[config.mk]
export PLATFORM = sky130hd
export DESIGN_NAME = mem_port_arbiter
export DESIGN_NICKNAME = d
export VERILOG_FILES = /design/src/rtl/core_mem_pkg.sv /design/src/rtl/mem_port_arbiter.sv
export SDC_FILE = /design/constraint.sdc
export NUM_CORES = 1
export LEC_CHECK = 0
export ABC_AREA = 1
export CELL_PAD_IN_SITES_DETAIL_PLACEMENT = 0
export CELL_PAD_IN_SITES_GLOBAL_PLACEMENT = 2
export CORE_MARGIN = 2
export CORE_UTILIZATION = 21
export CTS_CLUSTER_DIAMETER = 120
export DETAILED_ROUTE_END_ITERATION = 8
export GPL_TIMING_DRIVEN = 0
export PLACE_DENSITY_LB_ADDON = 0.1
export SLEW_MARGIN = 5
export SYNTH_ARGS = -nofsm -noshare
export SYNTH_HDL_FRONTEND = slang
export SYNTH_SLANG_ARGS = --single-unit
[constraint.sdc]
create_clock -name clk_i -period 5.6 [get_ports clk_i]
set_input_delay 1.4 -clock clk_i [delete_from_list [all_inputs] [get_ports clk_i]]
set_output_delay 1.4 -clock clk_i [all_outputs]
set_load 0.02 [all_outputs]
[src/rtl/core_mem_pkg.sv]
// core_mem_pkg
// Shared types for the core's memory-facing logic.
//   arb_state_e : arbiter phase (IDLE / ADDR / RESP)
//   arb_owner_e : which port owns the bus transaction in flight
//   mem_req_t   : one registered bus request (we, be, addr, wdata)
//   BE_WORD     : full-word byte-enable mask, used for instruction fetches
package core_mem_pkg;

    localparam int MEM_ADDR_W = 32;
    localparam logic [3:0] BE_WORD = 4'hF;

    typedef enum logic [1:0] {
        IDLE = 2'd0,
        ADDR = 2'd1,
        RESP = 2'd2
    } arb_state_e;

    typedef enum logic [1:0] {
        NONE = 2'd0,
        IF   = 2'd1,
        DM   = 2'd2
    } arb_owner_e;

    typedef struct packed {
        logic                  we;
        logic [3:0]            be;
        logic [MEM_ADDR_W-1:0] addr;
        logic [31:0]           wdata;
    } mem_req_t;

endpackage

[src/rtl/mem_port_arbiter.sv]
// mem_port_arbiter
// Shares one single-ported memory bus between the fetch (IF) port and the
// memory-stage data (DM) port. Data requests have priority, but a fetch that
// has lost arbitration MAX_IF_WAIT times in a row is forced to win next.
// Exactly one bus transaction is outstanding at a time:
//   IDLE -> ADDR (bus_req_o high until bus_gnt_i) -> RESP (until bus_rvalid_i)
// Ports:
//   clk_i, rst_i                 clock, asynchronous active-high reset
//   if_req_i/if_addr_i/if_kill_i fetch request, address, branch flush
//   if_gnt_o/if_rvalid_o/if_rdata_o   fetch grant / response
//   dm_req_i/we/be/addr/wdata    data request fields
//   dm_gnt_o/dm_rvalid_o/dm_rdata_o   data grant / response
//   bus_req_o/we/be/addr/wdata   registered memory request
//   bus_gnt_i/bus_rvalid_i/bus_rdata_i memory address-phase accept / response
module mem_port_arbiter
    import core_mem_pkg::*;
#(
    parameter int MAX_IF_WAIT = 4,
    parameter int ADDR_W      = 32
) (
    input  logic              clk_i,
    input  logic              rst_i,
    input  logic              if_req_i,
    input  logic [ADDR_W-1:0] if_addr_i,
    input  logic              if_kill_i,
    output logic              if_gnt_o,
    output logic              if_rvalid_o,
    output logic [31:0]       if_rdata_o,
    input  logic              dm_req_i,
    input  logic              dm_we_i,
    input  logic [3:0]        dm_be_i,
    input  logic [ADDR_W-1:0] dm_addr_i,
    input  logic [31:0]       dm_wdata_i,
    output logic              dm_gnt_o,
    output logic              dm_rvalid_o,
    output logic [31:0]       dm_rdata_o,
    output logic              bus_req_o,
    output logic              bus_we_o,
    output logic [3:0]        bus_be_o,
    output logic [ADDR_W-1:0] bus_addr_o,
    output logic [31:0]       bus_wdata_o,
    input  logic              bus_gnt_i,
    input  logic              bus_rvalid_i,
    input  logic [31:0]       bus_rdata_i
);

    localparam logic [3:0] MAX_WAIT = 4'(MAX_IF_WAIT);

    arb_state_e state_q, state_d;
    arb_owner_e owner_q, owner_d;
    logic [3:0] starve_cnt_q, starve_cnt_d;
    logic       kill_pend_q, kill_pend_d;
    logic       bus_req_q, bus_req_d;
    mem_req_t   req_q, req_d;

    logic if_forced;
    logic pick_dm;
    logic pick_if;
    logic own_if;

    // A fetch that has waited MAX_IF_WAIT lost rounds overrides data priority.
    assign if_forced = if_req_i && (starve_cnt_q == MAX_WAIT);
    assign pick_dm   = dm_req_i && !if_forced;
    assign pick_if   = if_req_i && !pick_dm;
    assign own_if    = (owner_q == IF);

    always_comb begin
        state_d      = state_q;
        owner_d      = owner_q;
        starve_cnt_d = starve_cnt_q;
        kill_pend_d  = kill_pend_q;
        bus_req_d    = bus_req_q;
        req_d        = req_q;
        case (state_q)
            IDLE: begin
                if (pick_dm) begin
                    owner_d   = DM;
                    req_d.we    = dm_we_i;
                    req_d.be    = dm_be_i;
                    req_d.addr  = MEM_ADDR_W'(dm_addr_i);
                    req_d.wdata = dm_wdata_i;
                    bus_req_d = 1'b1;
                    state_d   = ADDR;
                end else if (pick_if) begin
                    owner_d   = IF;
                    req_d.we    = 1'b0;
                    req_d.be    = BE_WORD;
                    req_d.addr  = MEM_ADDR_W'(if_addr_i);
                    req_d.wdata = '0;
                    bus_req_d = 1'b1;
                    state_d   = ADDR;
                end
                // Only IDLE-cycle losses count towards starvation.
                if (pick_if) begin
                    starve_cnt_d = '0;
                end else if (if_req_i && (starve_cnt_q < MAX_WAIT)) begin
                    starve_cnt_d = starve_cnt_q + 4'd1;
                end
            end
            ADDR: begin
                if (if_kill_i && own_if) begin
                    kill_pend_d = 1'b1;
                end
                if (bus_gnt_i) begin
                    bus_req_d = 1'b0;
                    state_d   = RESP;
                end
            end
            RESP: begin
                if (bus_rvalid_i) begin
                    state_d     = IDLE;
                    owner_d     = NONE;
                    kill_pend_d = 1'b0;
                end else if (if_kill_i && own_if) begin
                    kill_pend_d = 1'b1;
                end
            end
            default: begin
                state_d = IDLE;
                owner_d = NONE;
            end
        endcase
    end

    always_ff @(posedge clk_i or posedge rst_i) begin
        if (rst_i) begin
            state_q      <= IDLE;
            owner_q      <= NONE;
            starve_cnt_q <= '0;
            kill_pend_q  <= 1'b0;
            bus_req_q    <= 1'b0;
            req_q        <= '0;
        end else begin
            state_q      <= state_d;
            owner_q      <= owner_d;
            starve_cnt_q <= starve_cnt_d;
            kill_pend_q  <= kill_pend_d;
            bus_req_q    <= bus_req_d;
            req_q        <= req_d;
        end
    end

    assign bus_req_o   = bus_req_q;
    assign bus_we_o    = req_q.we;
    assign bus_be_o    = req_q.be;
    assign bus_addr_o  = ADDR_W'(req_q.addr);
    assign bus_wdata_o = req_q.wdata;

    // Grants and responses are the bus handshakes steered to the owner;
    // stray handshakes outside their phase are ignored.
    assign if_gnt_o = (state_q == ADDR) && own_if && bus_gnt_i;
    assign dm_gnt_o = (state_q == ADDR) && (owner_q == DM) && bus_gnt_i;

    // A kill arriving together with the response suppresses it as well.
    assign if_rvalid_o = (state_q == RESP) && own_if && bus_rvalid_i
                         && !kill_pend_q && !if_kill_i;
    assign dm_rvalid_o = (state_q == RESP) && (owner_q == DM) && bus_rvalid_i;

    assign if_rdata_o = bus_rdata_i;
    assign dm_rdata_o = bus_rdata_i;

endmodule

==> impl_metrics.ini <==
[route]
first_pass_iters = 4
wl_per_cell_um = 14.7
ant_nets = 0
vias = 4041
route.detailed.drc = 0
drt_iter0_drc = 140
vias_per_cell = 4.01
drt-total-wl_mm = 14.9

[worst_setup_path]
max_stage_delay_ns = 0.66
cp_slowest_cell = clkdlybuf4s50_1
crit_fanout = 3
start_kind = input pin
cp_common_cell = clkdlybuf4s50_1
cp_num_buf_inv = 2
crit_required_ns = 4.20
crit_chain = clkdlybuf4s50_1, nand2_1, nor4_1, clkdlybuf4s50_1
worstSetupPathType = in -> out
end_kind = primary output
worst_path_dominant_cell_family = buffers and inverters
arrival_ns = 2.88

[synth]
ys_warn_count = 0
synthDistinctLibCells = 27
syn_avg_cell_area_um2 = 8.96
synthTopCellsByArea = dfrtp_1 (46%), buf_4 (12%), a21oi_2 (10%)
synthTopCellsByCount = nand2_1 (113), dfrtp_1 (79), buf_4 (67)
yosys.area.top_type_share_pct = 46.3
ys_seq_elements = 79
syn_nets = 624
synthCells = 477
synth_edf_count = 0
yosysMostFrequentCell = nand2_1
synth_ff_type = dfrtp_1
synth_area_mm2 = 0.00427
synth.largest_area_cell = dfrtp_1
synth_seq_area_share_pct = 46.3
async_flop_share_pct = 100

[timing]
skew_ns = 0.00493
max_slew_margin_pct = 59.4
post-route-period-util_pct = 76.4
clock.fmax_mhz = 234
finalCriticalPeriod_ns = 4.28
rsz0062_at_grt = no
setup_tns_ns = 0
tightest_slew_ns = 0.609
whs_ns = 0.482
final-setup-viol-count = 0
hold_viol = 0
maxSlewViolCount = 0

[clocking]
cts_sinks = 79
cts_tree = done
root_buffer = clkbuf_16
ctsHoldBuffers = 0
post_cts_buffers = 0
cts_buffers = 9
clk_pin_slew_ns = 0.06
clk_path_buf_depth = 2
htreeDepth = 3
cts_resized = 0
clk_latency_ns = 0.34

[floorplanning]
core_mm2 = 0.0201
initial_core_util_pct = 21.3
dieArea_mm2 = 0.0215
die_height_um = 147
ios = 278
rows = 52
die_width_um = 147

[placed_design]
gp_congestion = 0.741
port_buffers = 245
hpwl_mm = 11.3

[layout]
layout-drive-gt1-share_pct = 22.0
postLayoutCoreUtil_pct = 36.7
n_antenna_cell = 0
area_growth_pct = 72.8
final_nets = 881

[power_and_ir_drop]
p_leak_nw = 3.12
peakVddDrop_v = 0.000240
cellPowerDensity_mw_per_mm2 = 475

[grt]
grt_pass1_vias = 4328
grt_max_degree = 45
grt_overflow = 0
antenna_found_initial = 0
grtUsageTotal_pct = 13.9
grt_pass1_wl_mm = 23.5

[hold_path]
min_path_type = reg -> reg

[flow_run]
cap_violations = 0

[run_status]
outcome = finished clean
==> final timing paths <==
kind,from,endpoint,slack (ns),cells after the start
max,bus_rvalid_i,if_rvalid_o,1.32,4
min,bus_wdata_o[1],bus_wdata_o[1],0.48,2
max reg2reg,state_q[0],bus_addr_o[23],3.74,8
min reg2reg,bus_wdata_o[1],bus_wdata_o[1],0.48,2
max in group asynchronous,rst_i,bus_wdata_o[25],3.47,3
min in group asynchronous,rst_i,bus_addr_o[31],1.50,2
==> sequential cells by signal (all words and copies together) (netlist names) <==
register,flops
bus_addr_o,32
bus_wdata_o,32
bus_be_o,4
starve_cnt_q,4
owner_q,2
state_q,2
bus_req_o,1
bus_we_o,1
kill_pend_q,1
==> metrics by stage <==
| step | worst slack, ns | cell area (um^2) | power, mW | instances |
|---|---|---|---|---|
| final | 1.32 | 7380 | 3.51 | 1008 |
| after global routing | 1.25 | 7380 | 3.78 | 1008 |
| after CTS | 1.31 | 7380 | 3.59 | 1008 |
| after detailed placement | 1.31 | 7090 | 2.94 | 993 |
| after global placement | 0.390 | 7060 | 2.92 | 992 |
| after floorplan | 2.06 | 4270 | 2.05 | 477 |
==> cell usage in the layout (no fill, tap or decap) <==
cell / instances
clkbuf_2: 2
a21boi_0: 1
nor2_1: 46
bufinv_16: 1
buf_12: 5
clkinv_2: 3
nand4_1: 3
inv_4: 1
clkdlybuf4s50_1: 245
o211ai_1: 1
xor2_1: 1
o21ai_0: 36
nand2_4: 1
nand3_1: 3
clkbuf_8: 4
a31oi_1: 2
nor3_1: 3
nor4_1: 1
inv_1: 11
nand2_1: 113
a21oi_1: 19
inv_2: 3
buf_2: 9
clkbuf_1: 5
o21ai_4: 1
dfrtp_1: 79
nand2_2: 4
nor2_2: 1
ha_1: 7
buf_4: 67
clkbuf_16: 9
a21oi_2: 51
==> worst reg2reg max path: stages, from the launching register on <==
cell and delay, ns:
dfrtp_1 0.39, inv_1 0.14, ha_1 0.18, clkbuf_8 0.17, o21ai_4 0.12, inv_2 0.14
clkbuf_1 0.43, nor2_1 0.11, a21oi_2 0.13
==> layer usage <==
metal  track usage [%]  wire [um]  part of all wire [%]  vias to the layer above
met5                 0          0                     0                        -
met4              3.64        155                   1.0                        0
met3              4.88       1360                   9.1                        9
met2              23.2       7080                    48                      167
met1              17.1       6280                    42                     1873
li1                  -          -                     -                     1992
==> cell type report <==
class                           count  area [um^2]
Clock buffer                       11          253
Buffer                             89          684
Inverter                           15         58.8
Multi-Input combinational cell    294         1560
Clock inverter                      4         45.0
Timing Repair Buffer              246         2470
Tap cell                          270          338
Sequential cell                    79         1980
Fill cell                        2053        12700
==> cell families after synthesis <==
logic type	Yosys count	share of synthesized area, %
compound gates	111	17.9
flops	79	46.3
buf+inv	104	17.3
simple gates	175	16.2
xor+xnor	1	0.205
fa+ha+maj	7	2.05
==> report_power, final <==
group	total, mW	switching [mW]	internal (mW)
combinational	1.89	1.03	0.862
sequential	1.01	0.156	0.857
clock	0.606	0.241	0.365
Note: power is estimated with default switching activity, not from simulation.
